File: config.mk
export PLATFORM = sky130hd
export DESIGN_NAME = uart_baud_gen_mc
export DESIGN_NICKNAME = d
export VERILOG_FILES = /design/src/rtl/uart_baud_gen_mc.sv
export SDC_FILE = /design/constraint.sdc
export NUM_CORES = 1
export LEC_CHECK = 0
export BUFFER_PORTS_ARGS = -buffer_cell sky130_fd_sc_hd__buf_2
export CELL_PAD_IN_SITES_DETAIL_PLACEMENT = 0
export CELL_PAD_IN_SITES_GLOBAL_PLACEMENT = 2
export CORE_MARGIN = 1
export CORE_UTILIZATION = 32
export DETAILED_ROUTE_END_ITERATION = 6
export PLACE_DENSITY = 0.78
export SYNTH_ARGS = -nofsm -noshare
export SYNTH_HDL_FRONTEND = slang
export SYNTH_SLANG_ARGS = --single-unit
File: constraint.sdc
create_clock -name clk -period 2.2 [get_ports clk]
set_input_delay 0.22 -clock clk [delete_from_list [all_inputs] [get_ports clk]]
set_output_delay 0.22 -clock clk [all_outputs]
set_load 0.05 [all_outputs]
File: src/rtl/uart_baud_gen_mc.sv
// Multi-channel fractional baud-rate generator: per-channel oversample tick, bit pulse and phase.
// Define UART_BAUD_FRAC_EN to build the fractional accumulator that stretches selected tick periods.
module uart_baud_gen_mc #(
   parameter  int CHANNELS   = 2,
   parameter  int CNT_W      = 16,
   parameter  int FRAC_W     = 4,
   parameter  int OVERSAMPLE = 16,
   localparam int PH_W       = $clog2(OVERSAMPLE)
) (
   input  logic                       clk,
   input  logic                       aresetn,
   input  logic [CHANNELS-1:0]        enable,
   input  logic [CHANNELS-1:0]        resync,
   input  logic [CHANNELS*CNT_W-1:0]  baud_val,
   input  logic [CHANNELS*FRAC_W-1:0] baud_frac,
   output logic [CHANNELS-1:0]        baud_tick,
   output logic [CHANNELS-1:0]        xmit_pulse,
   output logic [CHANNELS*PH_W-1:0]   phase
);

`ifndef UART_BAUD_FRAC_EN
   logic unused_frac;
   assign unused_frac = ^baud_frac;
`endif

   for (genvar i = 0; i < CHANNELS; i++) begin : g_ch
      logic [CNT_W-1:0] bval;
      logic [CNT_W-1:0] cnt;
      logic [PH_W-1:0]  ph;
      logic             tick;
      logic             ph_last;
      logic             reload;

      assign bval    = baud_val[i*CNT_W +: CNT_W];
      assign ph_last = (ph == PH_W'(OVERSAMPLE - 1));

`ifdef UART_BAUD_FRAC_EN
      logic [FRAC_W-1:0] acc;
      logic              stretch;
      logic [FRAC_W:0]   acc_sum;

      assign acc_sum = {1'b0, acc} + {1'b0, baud_frac[i*FRAC_W +: FRAC_W]};
      assign reload  = (cnt == '0) && !stretch;

      // A carry out of the accumulator parks the counter at zero for one extra cycle.
      always_ff @(posedge clk or negedge aresetn) begin
         if (!aresetn) begin
            acc     <= '0;
            stretch <= 1'b0;
         end else if (!enable[i] || resync[i]) begin
            acc     <= '0;
            stretch <= 1'b0;
         end else if (reload) begin
            acc     <= acc_sum[FRAC_W-1:0];
            stretch <= acc_sum[FRAC_W];
         end else if (cnt == '0) begin
            stretch <= 1'b0;
         end
      end
`else
      assign reload = (cnt == '0);
`endif

      // Resync preloads half a period so the first tick after an RX start edge lands mid-bit.
      always_ff @(posedge clk or negedge aresetn) begin
         if (!aresetn) begin
            cnt  <= '0;
            ph   <= '0;
            tick <= 1'b0;
         end else if (!enable[i]) begin
            cnt  <= '0;
            ph   <= '0;
            tick <= 1'b0;
         end else if (resync[i]) begin
            cnt  <= bval >> 1;
            ph   <= '0;
            tick <= 1'b0;
         end else begin
            tick <= reload;
            if (cnt != '0) begin
               cnt <= cnt - CNT_W'(1);
            end else if (reload) begin
               cnt <= bval;
            end
            if (tick) begin
               ph <= ph_last ? '0 : ph + PH_W'(1);
            end
         end
      end

      assign baud_tick[i]               = tick;
      assign xmit_pulse[i]              = tick & ph_last;
      assign phase[i*PH_W +: PH_W]      = ph;
   end

endmodule

# Word-level counts from Yosys, hierarchy flattened
# Index checks and enable logic that the tools add are counted.
[totals]
reg_bits = 42
elab_cells = 42
output_inout_bits = 12
in_bits = 46
[classes]
reduce_logical = 4
add_sub_neg = 4
n_mux = 20
bitwise = 2
n_eq_ne = 6
[ops]
columns = ["cell", "count"]
rows = [
  ["$mux 16", 8],
  ["$logic_not 16->1", 2],
  ["$mux 4", 8],
  ["$reduce_bool 16->1", 2],
  ["$sub 16x1->16 const B", 2],
  ["$add 4x1->4 const B", 2],
  ["$eq 4x4->1 const B", 2],
  ["$ne 4x1->1 const B", 2],
  ["$ne 3x1->1 const B", 2],
  ["$mux 1", 4],
  ["$and 1x1->1", 2],
]

# Logic depth before layout (Yosys ltp)
[logic_depth]
depth_word = 5
depth_mapped = 9
depth_no_buf = 7

# Least setup slack after synthesis
# Ideal clock, no wire load.
[synth_timing]
path_type = "register to register"
from = "register g_ch[0].cnt[10]"
to = "register g_ch[0].cnt[6]"
slack_ps = 290
path_buffers = 1
setup_time_ps = 131
synth_period_minus_slack_ps = 1910
t_arrival_ps = 1779
required_ps = 2069
path_stages_with_launch = 7
cell_sequence = "dfrtp_1 > or4_4 > nor3_4 > and2_4 > buf_12 > mux2i_1 > o21ai_1"
[synth_between]
elab_chain_len = 4
word_cells_on_any_way = 6
classes_between = "1 x eq/ne; 3 x mux; 2 x reduce/logical"
[synth_lines]
columns = ["element", "line_no", "source"]
rows = [
  ["start, declared", "28", "logic [CNT_W-1:0] cnt;"],
  ["start signal, assigned", "75", "cnt <= bval >> 1;"],
  ["start signal, assigned", "81", "cnt <= cnt - CNT_W'(1);"],
  ["start signal, assigned", "83", "cnt <= bval;"],
  ["$reduce_bool 16->1", "80", "if (cnt != '0) begin"],
  ["$mux 16", "80", ""],
  ["$mux 16", "74", "end else if (resync[i]) begin"],
  ["$mux 16", "70", "end else if (!enable[i]) begin"],
]
# Parallel ways exist; a longest one is shown, timed or not.
# A chain may end at the register's enable or synchronous reset.

# Final worst setup path
[layout_timing]
from = "register g_ch[0].cnt[12]"
to = "register g_ch[0].cnt[11]"
# The elaborated chain is that of the path after synthesis.

==> impl_metrics.csv <==
group,metric,value,unit
cts,post_cts_buffers,0,
setup_path,cpPeakStageDelay,0.48,ns
cts,post_cts_resized,0,
timing,clock_skew,0.00855,ns
cts,cts.path.max_buffers,2,
pwr,power_switching,0.000680,W
die,die_y,92.8,um
cts,cts_made_buffers,5,
routing,wl_per_cell,14.5,um
cts,ctsHoldBuffers,0,
die,fp.coreArea,0.00785,mm2
pwr,comb_power_share,29.2,%
cells_and_area,final_common_cell,"buf_2",
timing,worst_slew_pin_slew,0.664,ns
placed_design,dp_hpwl,4750,um
logic_synthesis,synth.avg_cell_area,8.62,um2
placed_design,place.port_buffers,49,
timing,relSlewSlack,55.6,%
cts,cts_tree,"built",
setup_path,critPathMostFrequentCell,"nor2_1",
pwr,p_leak,1.37,nW
die,die_x,92.8,um
setup_path,crit_buf_inv,0,
logic_synthesis,synth_warnings,0,
pwr,swShare,33.4,%
logic_synthesis,ys_types,50,
cts,clock-sinks,42,
cells_and_area,drive_gt1_share,21.3,%
setup_path,cp-start-kind,"flip-flop",
cts,clkTransAtPathRegs,0.09,ns
logic_synthesis,syn_nets,358,
routing,firstDrtPassIters,4,
setup_path,required,2.39,ns
die,die_area,0.00861,mm2
pwr,p_clk_share,26.4,%
timing,fin_crit_sh,88.3,%
run_status,status,"completed",
global_route,grt_pass1_wl,11500,um
die,std_cell_rows,32,
cells_and_area,diodes,0,
hold_path,min_path_type,"in2async",
setup_path,cp_cell_sequence,"or3_1 -> nor2_1 -> mux2_2 -> a221oi_1 -> nor2_1",
cells_and_area,layout_common_cells,"buf_2, nand2_1, dfrtp_1",
global_route,grt_overflow_total,0,
logic_synthesis,ys_ff_latch,42,
setup_path,path_class,"reg2reg",
routing,vias_per_cell,5.14,
logic_synthesis,yosysSeqAreaShare,39.9,%
pwr,power-per-cell-area,655,mW/mm2
setup_path,endpoint_kind,"flip-flop",
timing,slew_violations,0,
logic_synthesis,synth_area,0.00264,mm2
die,start_util,33.6,%
pwr,seqPwrFrac,44.4,%
cells_and_area,fillers,856,
cells_and_area,utilization,39.6,%
logic_synthesis,ys_async_sr_fraction,100,%
timing,setup_tns,0,ns
setup_path,arrival,2.13,ns
routing,drtIter0Drc,118,
cells_and_area,area_growth_syn_to_layout,18.0,%
flow_run,maxCapViolCount,0,
setup_path,crit_family,"simple AND/OR/NAND/NOR gates",
timing,setup_viol,0,
logic_synthesis,syn_inst,306,
pwr,total_power,0.00204,W
pwr,ir_worst_vdd,0.259,mV
setup_path,critPathMaxFanout,5,
logic_synthesis,synth-main-ff-cell,"dfrtp_1",
routing,via_count,2378,
global_route,grt_usage,17.0,%
routing,drc,0,
timing,period_needed,1.94,ns
die,ios,58,
cts,clockRootBuffer,"clkbuf_8",
cts,clk_latency,0.30,ns
global_route,grt_pass1_vias,2326,
timing,max_clock_freq,515,MHz
setup_path,cpMaxStageDelayCell,"or3_1",
logic_synthesis,synth_edf_count,0,
global_route,grt_max_degree,43,
timing,hold_viol,0,
global_route,antenna_found_initial,0,
cts,htreeDepth,2,
routing,ant_nets,0,
cells_and_area,nets,412,
timing,rsz0062_at_grt,"no",
placed_design,gp_congestion,0.756,
pwr,intPower,0.00136,W
routing,wirelength,6720,um
[power by group through the flow]
| stage | logic (W) | registers, W | clock network, W |
|---|---|---|---|
| after global routing | 0.000673 | 0.000915 | 0.000596 |
| after detailed placement | 0.000596 | 0.000919 | 0 |
| after global placement | 0.000594 | 0.000919 | 0 |
| final | 0.000594 | 0.000905 | 0.000538 |
| after floorplan | 0.000419 | 0.000902 | 0 |
| after CTS | 0.000599 | 0.000905 | 0.000557 |
[per-stage QoR]
step / hold WS, ns / worst slack, ns / std cells / cell area (um2)
6_report: 0.00139 / 0.257 / 463 / 3110
2_1_floorplan: -0.0756 / 0.290 / 306 / 2640
4_1_cts: 0.0222 / 0.249 / 463 / 3110
3_5_place_dp: 0.348 / 0.264 / 455 / 3020
5_1_grt: 0.0351 / 0.0868 / 463 / 3110
3_3_place_gp: 0.349 / 0.273 / 455 / 3020
[cell type report]
cell class                 instances  area, um2  share of cell area, %
clock inverter                     1       5.00                  0.161
timing repair buffer              61        335                   10.8
inverter                           8       30.0                  0.965
multi-input combinational        242       1480                   47.4
sequential                        42       1050                   33.8
clock buffer                       7       86.3                   2.78
tap                              102        128                   4.10
[flip-flops by register name, summed over array words and instances, names as in the netlist]
name and cells:
g_ch.ph 8, g_ch.cnt 32, g_ch.tick 2
[synthesized netlist by cell type (6+ instances only)]
library cell / n / area [um2]
mux2i_1: 9 / 90.1
o21ai_1: 8 / 40.0
ha_1: 6 / 75.1
nand2_1: 43 / 161
nor3_1: 8 / 40.0
nor4_1: 7 / 43.8
clkbuf_1: 7 / 26.3
nand3_1: 11 / 55.1
nor2_1: 28 / 105
xor2_1: 6 / 52.6
xnor2_1: 13 / 114
o21ai_0: 31 / 155
inv_1: 8 / 30.0
dfrtp_1: 42 / 1050
a21oi_1: 14 / 70.1
[worst reg2reg max path, cell delays in order (launching register included)]
cell and delay (ns):
dfrtp_1 0.44, or3_1 0.48, nor2_1 0.21, mux2_2 0.35, a221oi_1 0.28, nor2_1 0.08
[layer usage]
| metal | track usage (%) | wire, um | vias up |
|---|---|---|---|
| met4 | 4.62 | 51 | 0 |
| met5 | 0 | 0 | - |
| li1 | - | - | 1209 |
| met3 | 3.37 | 278 | 5 |
| met2 | 27.0 | 3010 | 52 |
| met1 | 23.5 | 3370 | 1112 |
[cells by family (layout without fill, tap and decap cells)]
family | count (synthesis) | in the layout | share of synthesized area, %
simple gates | 127 | 127 | 24.3
compound gates | 80 | 80 | 18.6
flops | 42 | 42 | 39.9
buf+inv | 22 | 77 | 4.18
xor+xnor | 19 | 19 | 6.31
mux | 10 | 10 | 3.84
fa+ha+maj | 6 | 6 | 2.85
[final timing paths]
kind,startpoint,endpoint,slack [ns],cells past startpoint
worst max-delay path,g_ch[0].cnt[12],g_ch[0].cnt[11],0.26,5
worst min register to register,g_ch[0].cnt[15],g_ch[0].cnt[15],0.58,2
min in group clk,baud_val[10],g_ch[0].cnt[9],0.14,3
worst max register to register,g_ch[0].cnt[12],g_ch[0].cnt[11],0.26,5
worst min-delay path,aresetn,g_ch[0].ph[3],0.001,2
max in group asynchronous,aresetn,g_ch[0].cnt[3],1.81,2
Note: power is estimated with default switching activity, not from simulation.
